### config.mk
export PLATFORM = sky130hd
export DESIGN_NAME = ddr_write_packer
export DESIGN_NICKNAME = d
export VERILOG_FILES = /design/src/rtl/ddr_write_packer.sv
export SDC_FILE = /design/constraint.sdc
export NUM_CORES = 1
export LEC_CHECK = 0
export ABC_AREA = 1
export ABC_CLOCK_PERIOD_IN_PS = 3200
export CAP_MARGIN = 20
export CORE_UTILIZATION = 53
export DETAILED_ROUTE_END_ITERATION = 7
export GPL_TIMING_DRIVEN = 0
export PLACE_DENSITY = 0.8
export SLEW_MARGIN = 20
export SYNTH_ARGS = -nofsm -noshare
export SYNTH_HDL_FRONTEND = slang
export SYNTH_SLANG_ARGS = --single-unit
### constraint.sdc
create_clock -name rd_clk -period 3.2 [get_ports rd_clk]
set_input_delay 0.8 -clock rd_clk [delete_from_list [all_inputs] [get_ports rd_clk]]
set_output_delay 0.8 -clock rd_clk [all_outputs]
set_load 0.02 [all_outputs]
### src/rtl/ddr_write_packer.sv
// ddr_write_packer
//   Packs 32-bit ADC samples into 128-bit words (lane 0 = first sample,
//   bits [31:0]) and writes them into the DDR write FIFO. A capture is either
//   a fixed sample count (capture_len != 0) or continuous (capture_len == 0,
//   ends when ctrl_wr_en drops). The final partial word is padded with
//   PAD_VALUE. A word that completes while fifo_full is high is dropped and
//   counted, because the ADC cannot be stalled.
// Ports
//   rd_clk, rst      clock, synchronous active-high reset
//   ctrl_wr_en       capture enable level
//   capture_len      samples per capture, latched at start, 0 = continuous
//   sample_in/valid  ADC sample stream, no backpressure
//   fifo_din/wr_en   write side of the DDR write FIFO (1-cycle pulse per word)
//   fifo_full        FIFO full, sampled on the cycle a word completes
//   busy, done       registered state flags (CAPTURE/FLUSH, DONE)
//   overflow         sticky: a word was dropped in this capture
//   drop_count       dropped words, saturating
//   word_count       words written in this capture
module ddr_write_packer #(
    parameter int              IN_W      = 32,
    parameter int              OUT_W     = 128,
    parameter logic [IN_W-1:0] PAD_VALUE = '0,
    parameter int              DROP_W    = 16
) (
    input  logic              rd_clk,
    input  logic              rst,
    input  logic              ctrl_wr_en,
    input  logic [31:0]       capture_len,
    input  logic [IN_W-1:0]   sample_in,
    input  logic              sample_valid,
    output logic [OUT_W-1:0]  fifo_din,
    output logic              fifo_wr_en,
    input  logic              fifo_full,
    output logic              busy,
    output logic              done,
    output logic              overflow,
    output logic [DROP_W-1:0] drop_count,
    output logic [31:0]       word_count
);

    typedef enum logic [1:0] {IDLE, CAPTURE, FLUSH, DONE} state_t;

    state_t                 state, state_next;
    logic [31:0]            len_q;
    logic [31:0]            samp_cnt;
    logic [1:0]             lane_cnt;
    logic [2:0][IN_W-1:0]   lane_buf;   // lanes 0..2; lane 3 comes straight from sample_in
    logic                   accept;
    logic                   last_sample;
    logic                   word_rdy;
    logic [OUT_W-1:0]       full_word;
    logic [OUT_W-1:0]       pad_word;
    logic [OUT_W-1:0]       word_val;

    always_comb begin
        accept      = (state == CAPTURE) && sample_valid;
        last_sample = accept && (len_q != 32'd0) && (samp_cnt + 32'd1 == len_q);
        state_next  = state;
        case (state)
            IDLE:    if (ctrl_wr_en) state_next = CAPTURE;
            CAPTURE: if (last_sample || !ctrl_wr_en) state_next = FLUSH;
            FLUSH:   state_next = DONE;
            DONE:    if (!ctrl_wr_en) state_next = IDLE;
            default: state_next = IDLE;
        endcase
    end

    // Word assembly: the lane-3 sample completes a word on the cycle it arrives;
    // in FLUSH the lanes not yet filled take PAD_VALUE (lane 3 is never filled).
    always_comb begin
        full_word = {sample_in, lane_buf[2], lane_buf[1], lane_buf[0]};
        pad_word  = {OUT_W{1'b0}};
        for (int k = 0; k < 3; k++)
            pad_word[IN_W*k +: IN_W] = (2'(k) < lane_cnt) ? lane_buf[k] : PAD_VALUE;
        pad_word[IN_W*3 +: IN_W] = PAD_VALUE;
        word_rdy = (accept && lane_cnt == 2'd3) || (state == FLUSH && lane_cnt != 2'd0);
        word_val = (state == FLUSH) ? pad_word : full_word;
    end

    always_ff @(posedge rd_clk) begin
        if (rst) begin
            state      <= IDLE;
            busy       <= 1'b0;
            done       <= 1'b0;
            len_q      <= 32'd0;
            samp_cnt   <= 32'd0;
            lane_cnt   <= 2'd0;
            lane_buf   <= '0;
            fifo_din   <= '0;
            fifo_wr_en <= 1'b0;
            overflow   <= 1'b0;
            drop_count <= '0;
            word_count <= 32'd0;
        end else begin
            state      <= state_next;
            busy       <= (state_next == CAPTURE) || (state_next == FLUSH);
            done       <= (state_next == DONE);
            fifo_wr_en <= 1'b0;

            if (state == IDLE && ctrl_wr_en) begin
                len_q      <= capture_len;
                samp_cnt   <= 32'd0;
                lane_cnt   <= 2'd0;
                word_count <= 32'd0;
                drop_count <= '0;
                overflow   <= 1'b0;
            end

            if (accept) begin
                case (lane_cnt)
                    2'd0:    lane_buf[0] <= sample_in;
                    2'd1:    lane_buf[1] <= sample_in;
                    2'd2:    lane_buf[2] <= sample_in;
                    default: ;
                endcase
                samp_cnt <= samp_cnt + 32'd1;   // wraps harmlessly in continuous mode
                lane_cnt <= lane_cnt + 2'd1;
            end

            if (state == FLUSH)
                lane_cnt <= 2'd0;

            if (word_rdy) begin
                if (!fifo_full) begin
                    fifo_din   <= word_val;
                    fifo_wr_en <= 1'b1;
                    word_count <= word_count + 32'd1;
                end else begin
                    overflow <= 1'b1;
                    if (drop_count != {DROP_W{1'b1}})
                        drop_count <= drop_count + 1'b1;
                end
            end
        end
    end

endmodule
-- Yosys cells after proc, flatten, opt, wreduce, memory -nomap -nowiden
Index checks and enable logic that the tools add are counted.
- register bits after elaboration: 344
- bits of input ports: 69
- output and inout port bits: 180
- word-level logic and storage cells: 78
- add/subtract/negate cells: 4
- magnitude comparators: 3
- equal/unequal tests: 11
- muxes and demuxes: 23
- bitwise logic cells: 2
- reductions and logical operators: 21
- operator list (kind ; count):
    32-bit 2-to-1 mux ; 8
    128-bit 2-to-1 mux ; 1
    32-bit by 1-bit adder with 32-bit output (second input constant) ; 2
    16-bit 2-to-1 mux ; 4
    32-bit == test ; 1
    32-bit nonzero test ; 1
    16-bit by 1-bit adder with 16-bit output (second input constant) ; 1
    16-bit inequality test (second input constant) ; 1
    2-bit == test (second input constant) ; 6
    2-bit 2-to-1 mux ; 5
    2-bit one-hot mux with 4 select lines ; 1
    2-bit AND reduction ; 4
    2-bit by 1-bit == test with 1-bit output (second input constant) ; 3
    1-bit logical AND ; 6
    2-bit zero test ; 2
    1-bit by 2-bit less-than comparator with 1-bit output (first input constant) ; 2
    1-bit 2-to-1 mux ; 4
    2-bit nonzero test ; 2
    2-bit OR reduction ; 2
    1-bit logical OR ; 3
    2-bit by 1-bit adder with 2-bit output (second input constant) ; 1
    2-bit less-than comparator (first input constant) ; 1
    1-bit NOT ; 2
    1-bit zero test ; 1

-- Depth between registers and ports, before layout
- word-level depth: 9
- gate-level depth with buffers: 22

-- Worst setup path before layout
Ideal clock, no wire load.
- path type: input to register
- start point: in sample_valid
- end point: reg busy
- library setup time: 0.128 ns
- arrival time: 2.328 ns
- setup slack: 0.744 ns
- stages: 18
- path buffers: 0
- cells stage by stage: inv_1 nor2_1 nand2_1 nor2_1 nand2_1 nor2_1 nand3_1 nor2_1 nand3_1 nor2_1 nand3_1 nand2_1 nand2_2 nand2_1 inv_1 ha_1 inv_1 nor2_1
- word-level cells in the longest chain between the ends: 8
- elaborated cells between the ends (all ways): 9
- those cells by class: 2 x eq/ne; 2 x mux; 5 x reduce/logical
- RTL lines (element ; line ; source):
    from (decl) ; 30 ; input logic sample_valid,
    1-bit logical AND (*) ; 56 ; accept = (state == CAPTURE) && sample_valid;
    1-bit logical AND (*) (2 in a row) ; 57 ; last_sample = accept && (len_q != 32'd0) && (samp_cnt + 32'd1 == len_q);
    1-bit logical OR (*) ; 61 ; CAPTURE: if (last_sample || !ctrl_wr_en) state_next = FLUSH;
    2-bit 2-to-1 mux (*) ; 61 ;
    2-bit one-hot mux with 4 select lines (*) ; 59 ; case (state)
    named net state_next[0] ; 43 ; state_t state, state_next;
    2-bit by 1-bit == test with 1-bit output / 2-bit == test (equally long branches) ; 96 ; busy <= (state_next == CAPTURE) || (state_next == FLUSH);
    1-bit logical OR (*) ; 96 ;
    to (signal assigned) ; 96 ;
    to (decl) ; 34 ; output logic busy,
The timed path passes the listed nets; every way through them passes the cells marked *.
A chain may end at the register's enable or synchronous reset.

-- Worst setup path in the final report
- start point: reg samp_cnt[0]
- end point: reg busy
- word-level cells in the longest chain between the ends: 8
- elaborated cells between the ends (all ways): 9
- those cells by class: 1 x add/sub; 3 x eq/ne; 2 x mux; 3 x reduce/logical
- RTL lines (element ; line ; source):
    from (decl) ; 45 ; logic [31:0] samp_cnt;
    from (signal assigned) ; 116 ; samp_cnt <= samp_cnt + 32'd1;
    32-bit by 1-bit adder with 32-bit output (*) ; 57 ;
    32-bit == test (*) ; 57 ;
    1-bit logical AND (*) ; 57 ;
    1-bit logical OR (*) ; 61 ;
    2-bit 2-to-1 mux (*) ; 61 ;
    2-bit one-hot mux with 4 select lines (*) ; 59 ;
    named net state_next[0] ; 43 ;
    2-bit by 1-bit == test with 1-bit output / 2-bit == test (equally long branches) ; 96 ;
    1-bit logical OR (*) ; 96 ;
Marked as above.

==> metrics.md <==
| Metric | Value |
|---|---|
| R2R Setup Slk | `0.21 ns` |
| Area leader, netlist | `dfxtp_1` |
| Status | `complete, no violations` |
| CTS buffer count | `37` |
| Critical Path Sink | `busy$_SDFF_PP0_` |
| DR WL/cell | `17.9 um` |
| Number of nets in the layout | `2,451` |
| Crit path launch | `samp_cnt[0]$_SDFFE_PP0P_` |
| Max Slew Vio Count | `0` |
| Synth area leaders | `dfxtp_1 46%, nand3_1 15%, nand2_1 13%, a21oi_1 6.4%, inv_1 3.6%` |
| Required time worst endpoint | `3.64 ns` |
| Slew margin rel. | `41.6%` |
| GR Util All Layers | `34.1%` |
| Number of synthesized flops with an enable pin | `0` |
| Post-Syn Area | `14,900 um^2` |
| RD Place Congestion | `0.932` |
| Die Y | `170 um` |
| DRT iter0 DRCs | `1,747` |
| Share of cells above drive strength 1 | `4.80%` |
| Fin. Hold Viols | `0` |
| CTS H-tree lvls | `2` |
| Setup Skew | `0.0190 ns` |
| Setup TNS | `0 ns` |
| Pwr/cell area | `494 nW/um^2` |
| Mapped Nets | `2,163` |
| Worst Max-Slew Pin Slew | `0.872 ns` |
| Clk buf depth | `3` |
| Core ar. | `27,300 um^2` |
| Vias per cell | `5.67` |
| GRT overflow | `0` |
| Pre-antenna DRT Iters | `8` |
| Avg Inst Size Synth | `7.13 um^2` |
| Net switching power | `2.26 mW` |
| Final worst path period share | `93.5%` |
| Critical path startpoint category | `flip-flop` |
| Ports | `249` |
| R2R depth | `20` |
| Peak VDD IR | `419 uV` |
| Pint | `7.19 mW` |
| Commonest non-fill, non-tap cell in the layout | `nand2_1` |
| Remaining DRCs | `0` |
| Sw Ratio | `23.9%` |
| CP endpoint kind | `flip-flop` |
| Vias | `15,700` |
| I/O Buffers | `248` |
| Drt total wl | `49,700 um` |
| Die area | `28,700 um^2` |
| Synth top area share | `46.3%` |
| FMAX | `334 MHz` |
| Clock share of power | `47.1%` |
| Fin crit period | `2.99 ns` |
| Ys flop type | `dfxtp_1` |
| CTS clock-pin slew for the worst setup and hold paths | `0.06 ns` |
| Post-DP HPWL | `36,600 um` |
| Initial cell density of the core | `54.6%` |
| Largest net degree at the start of global routing | `15` |
| Cell variety after synth | `46` |
| Clock Sink Count | `344` |
| TritonCTS clock tree | `built` |
| Crit path max fanout | `8` |
| Synthesis-to-finish area growth | `28.5%` |
| Chip width | `170 um` |
| Number of core rows | `60` |
| Commonest non-fill, non-tap cells in the layout | `515 x nand2_1, 441 x nand3_1, 343 x dfxtp_1` |
| Vias in the first global route | `14,600` |
| Worst hold path class | `reg -> reg` |
| Crit path kind | `reg -> reg` |
| Seq pwr share | `46.5%` |
| Worst skew pair latency | `0.54 ns` |
| Combinational power share | `6.5%` |
| Worst R2R Start | `samp_cnt[0]$_SDFFE_PP0P_` |
| RSZ-0062 raised after global routing | `false` |
| Post-synthesis sequential area ratio | `46.3%` |
| Yosys warns | `0` |
| Antenna viol nets, final | `0` |
| Root buffer cell | `clkbuf_16` |
| Final Setup Violations | `0` |
| Pleak | `7.41 nW` |
| Pwr Total | `9.45 mW` |
| Reg-to-Reg End | `busy$_SDFF_PP0_` |
| Max cap viols | `0` |
| Arr. time, crit path | `3.43 ns` |
| First-pass GRT wire length | `76,900 um` |
| Post-synthesis register bit count | `344` |
| Initial antenna violation count | `0` |
| WHS Path Cells | `2` |
| Post-synthesis cell count | `2,085` |
| Fraction of registers with async set/reset | `0%` |
-- logic make-up after synthesis --
family,Yosys count,share of synthesized area (%)
compound gates,280,10.0
simple gates,1163,34.8
flops,344,46.3
xor+xnor,15,1.16
fa+ha+maj,9,0.757
buf+inv,274,7.01
-- state kept, by name, indices dropped and copies added (netlist names), 2 cells and up --
register,flops
len_q,32
state,2
drop_count,16
lane_cnt,2
fifo_din,128
full_word,96
samp_cnt,32
word_count,32
-- power by group through the flow --
stage | registers (mW) | clock network [mW] | logic, mW
finish | 4.39 | 4.45 | 0.610
global route | 4.39 | 4.64 | 0.658
CTS | 4.39 | 4.46 | 0.597
detailed placement | 4.48 | 0 | 0.592
global placement | 4.48 | 0 | 0.585
floorplan | 4.47 | 0 | 0.309
-- per-stage QoR --
step | instance area (um^2) | util [%] | setup slack, ns | instances | hold slack [ns]
floorplan | 14900 | - | 0.744 | 2085 | 0.442
global placement | 17800 | 65.4 | -0.452 | 2705 | 0.450
detailed placement | 17800 | 65.4 | -0.493 | 2705 | 0.454
CTS | 19100 | 70.0 | 0.0569 | 2769 | 0.463
global route | 19100 | 70.1 | 0.0114 | 2770 | 0.481
finish | 19100 | 70.1 | 0.207 | 2771 | 0.462
-- worst min-delay path by stage --
stage / startpoint / to / slack, ns
after floorplan: full_word[0]$_SDFFE_PP0P_ / full_word[0]$_SDFFE_PP0P_ / 0.44
after global placement: full_word[20]$_SDFFE_PP0P_ / full_word[20]$_SDFFE_PP0P_ / 0.45
after CTS: full_word[13]$_SDFFE_PP0P_ / full_word[13]$_SDFFE_PP0P_ / 0.46
final: full_word[94]$_SDFFE_PP0P_ / full_word[94]$_SDFFE_PP0P_ / 0.46
after detailed placement: full_word[13]$_SDFFE_PP0P_ / full_word[13]$_SDFFE_PP0P_ / 0.45
after global routing: full_word[94]$_SDFFE_PP0P_ / full_word[94]$_SDFFE_PP0P_ / 0.48
-- critical path, stage by stage, from the launching register on --
cell	delay (ns)
dfxtp_2	0.39
ha_2	0.23
nand2_2	0.13
nor2_8	0.19
nand2_4	0.12
nor2_4	0.23
buf_4	0.15
nand2_1	0.06
nand3_1	0.09
nand3_1	0.08
nor2_1	0.17
nand3_1	0.10
nor2_1	0.09
nand3_1	0.08
nand2_1	0.08
nand2_2	0.07
nand2_1	0.10
inv_1	0.07
ha_1	0.27
inv_1	0.03
nor2_1	0.17
-- cells in the mapped netlist (4+ instances only) --
cell / instances
inv_1: 142
inv_2: 6
buf_1: 11
nand4_1: 11
dfxtp_1: 344
a211oi_1: 8
nand3_1: 441
xor2_1: 8
clkbuf_1: 102
nand2_2: 4
nor4_1: 5
buf_2: 12
nor2_2: 9
nor3_1: 21
nand3b_1: 10
nand2_1: 515
a21oi_1: 189
o21ai_0: 59
xnor2_1: 4
nor2_1: 130
nor2_4: 7
o21ai_1: 4
ha_1: 9
-- area by class of cell --
class / instances / area [um^2]
fill: 2276 / 8140
multi-input combinational: 1467 / 6960
sequential: 344 / 6890
timing repair buffer: 249 / 2490
clock buffer: 49 / 1050
inverter: 149 / 559
buffer: 125 / 484
tap: 372 / 465
clock inverter: 15 / 211
antenna: 1 / 2.50
-- per-layer routing --
metal	global-route usage, %	vias to the layer above	routed length (um)
li1	-	7486	-
met1	46.6	7377	21400
met2	52.9	733	21900
met3	6.79	112	4850
met4	13.2	0	1630
met5	0	-	0
-- what timing repair did --
item | 4_1_cts | 5_1_grt
hold buffers | 0 | 0
gates resized for setup | 0 | 7
endpoints found under the setup margin | 0 | 3
setup buffers | 0 | 1
(Power assumes the default switching activity.)
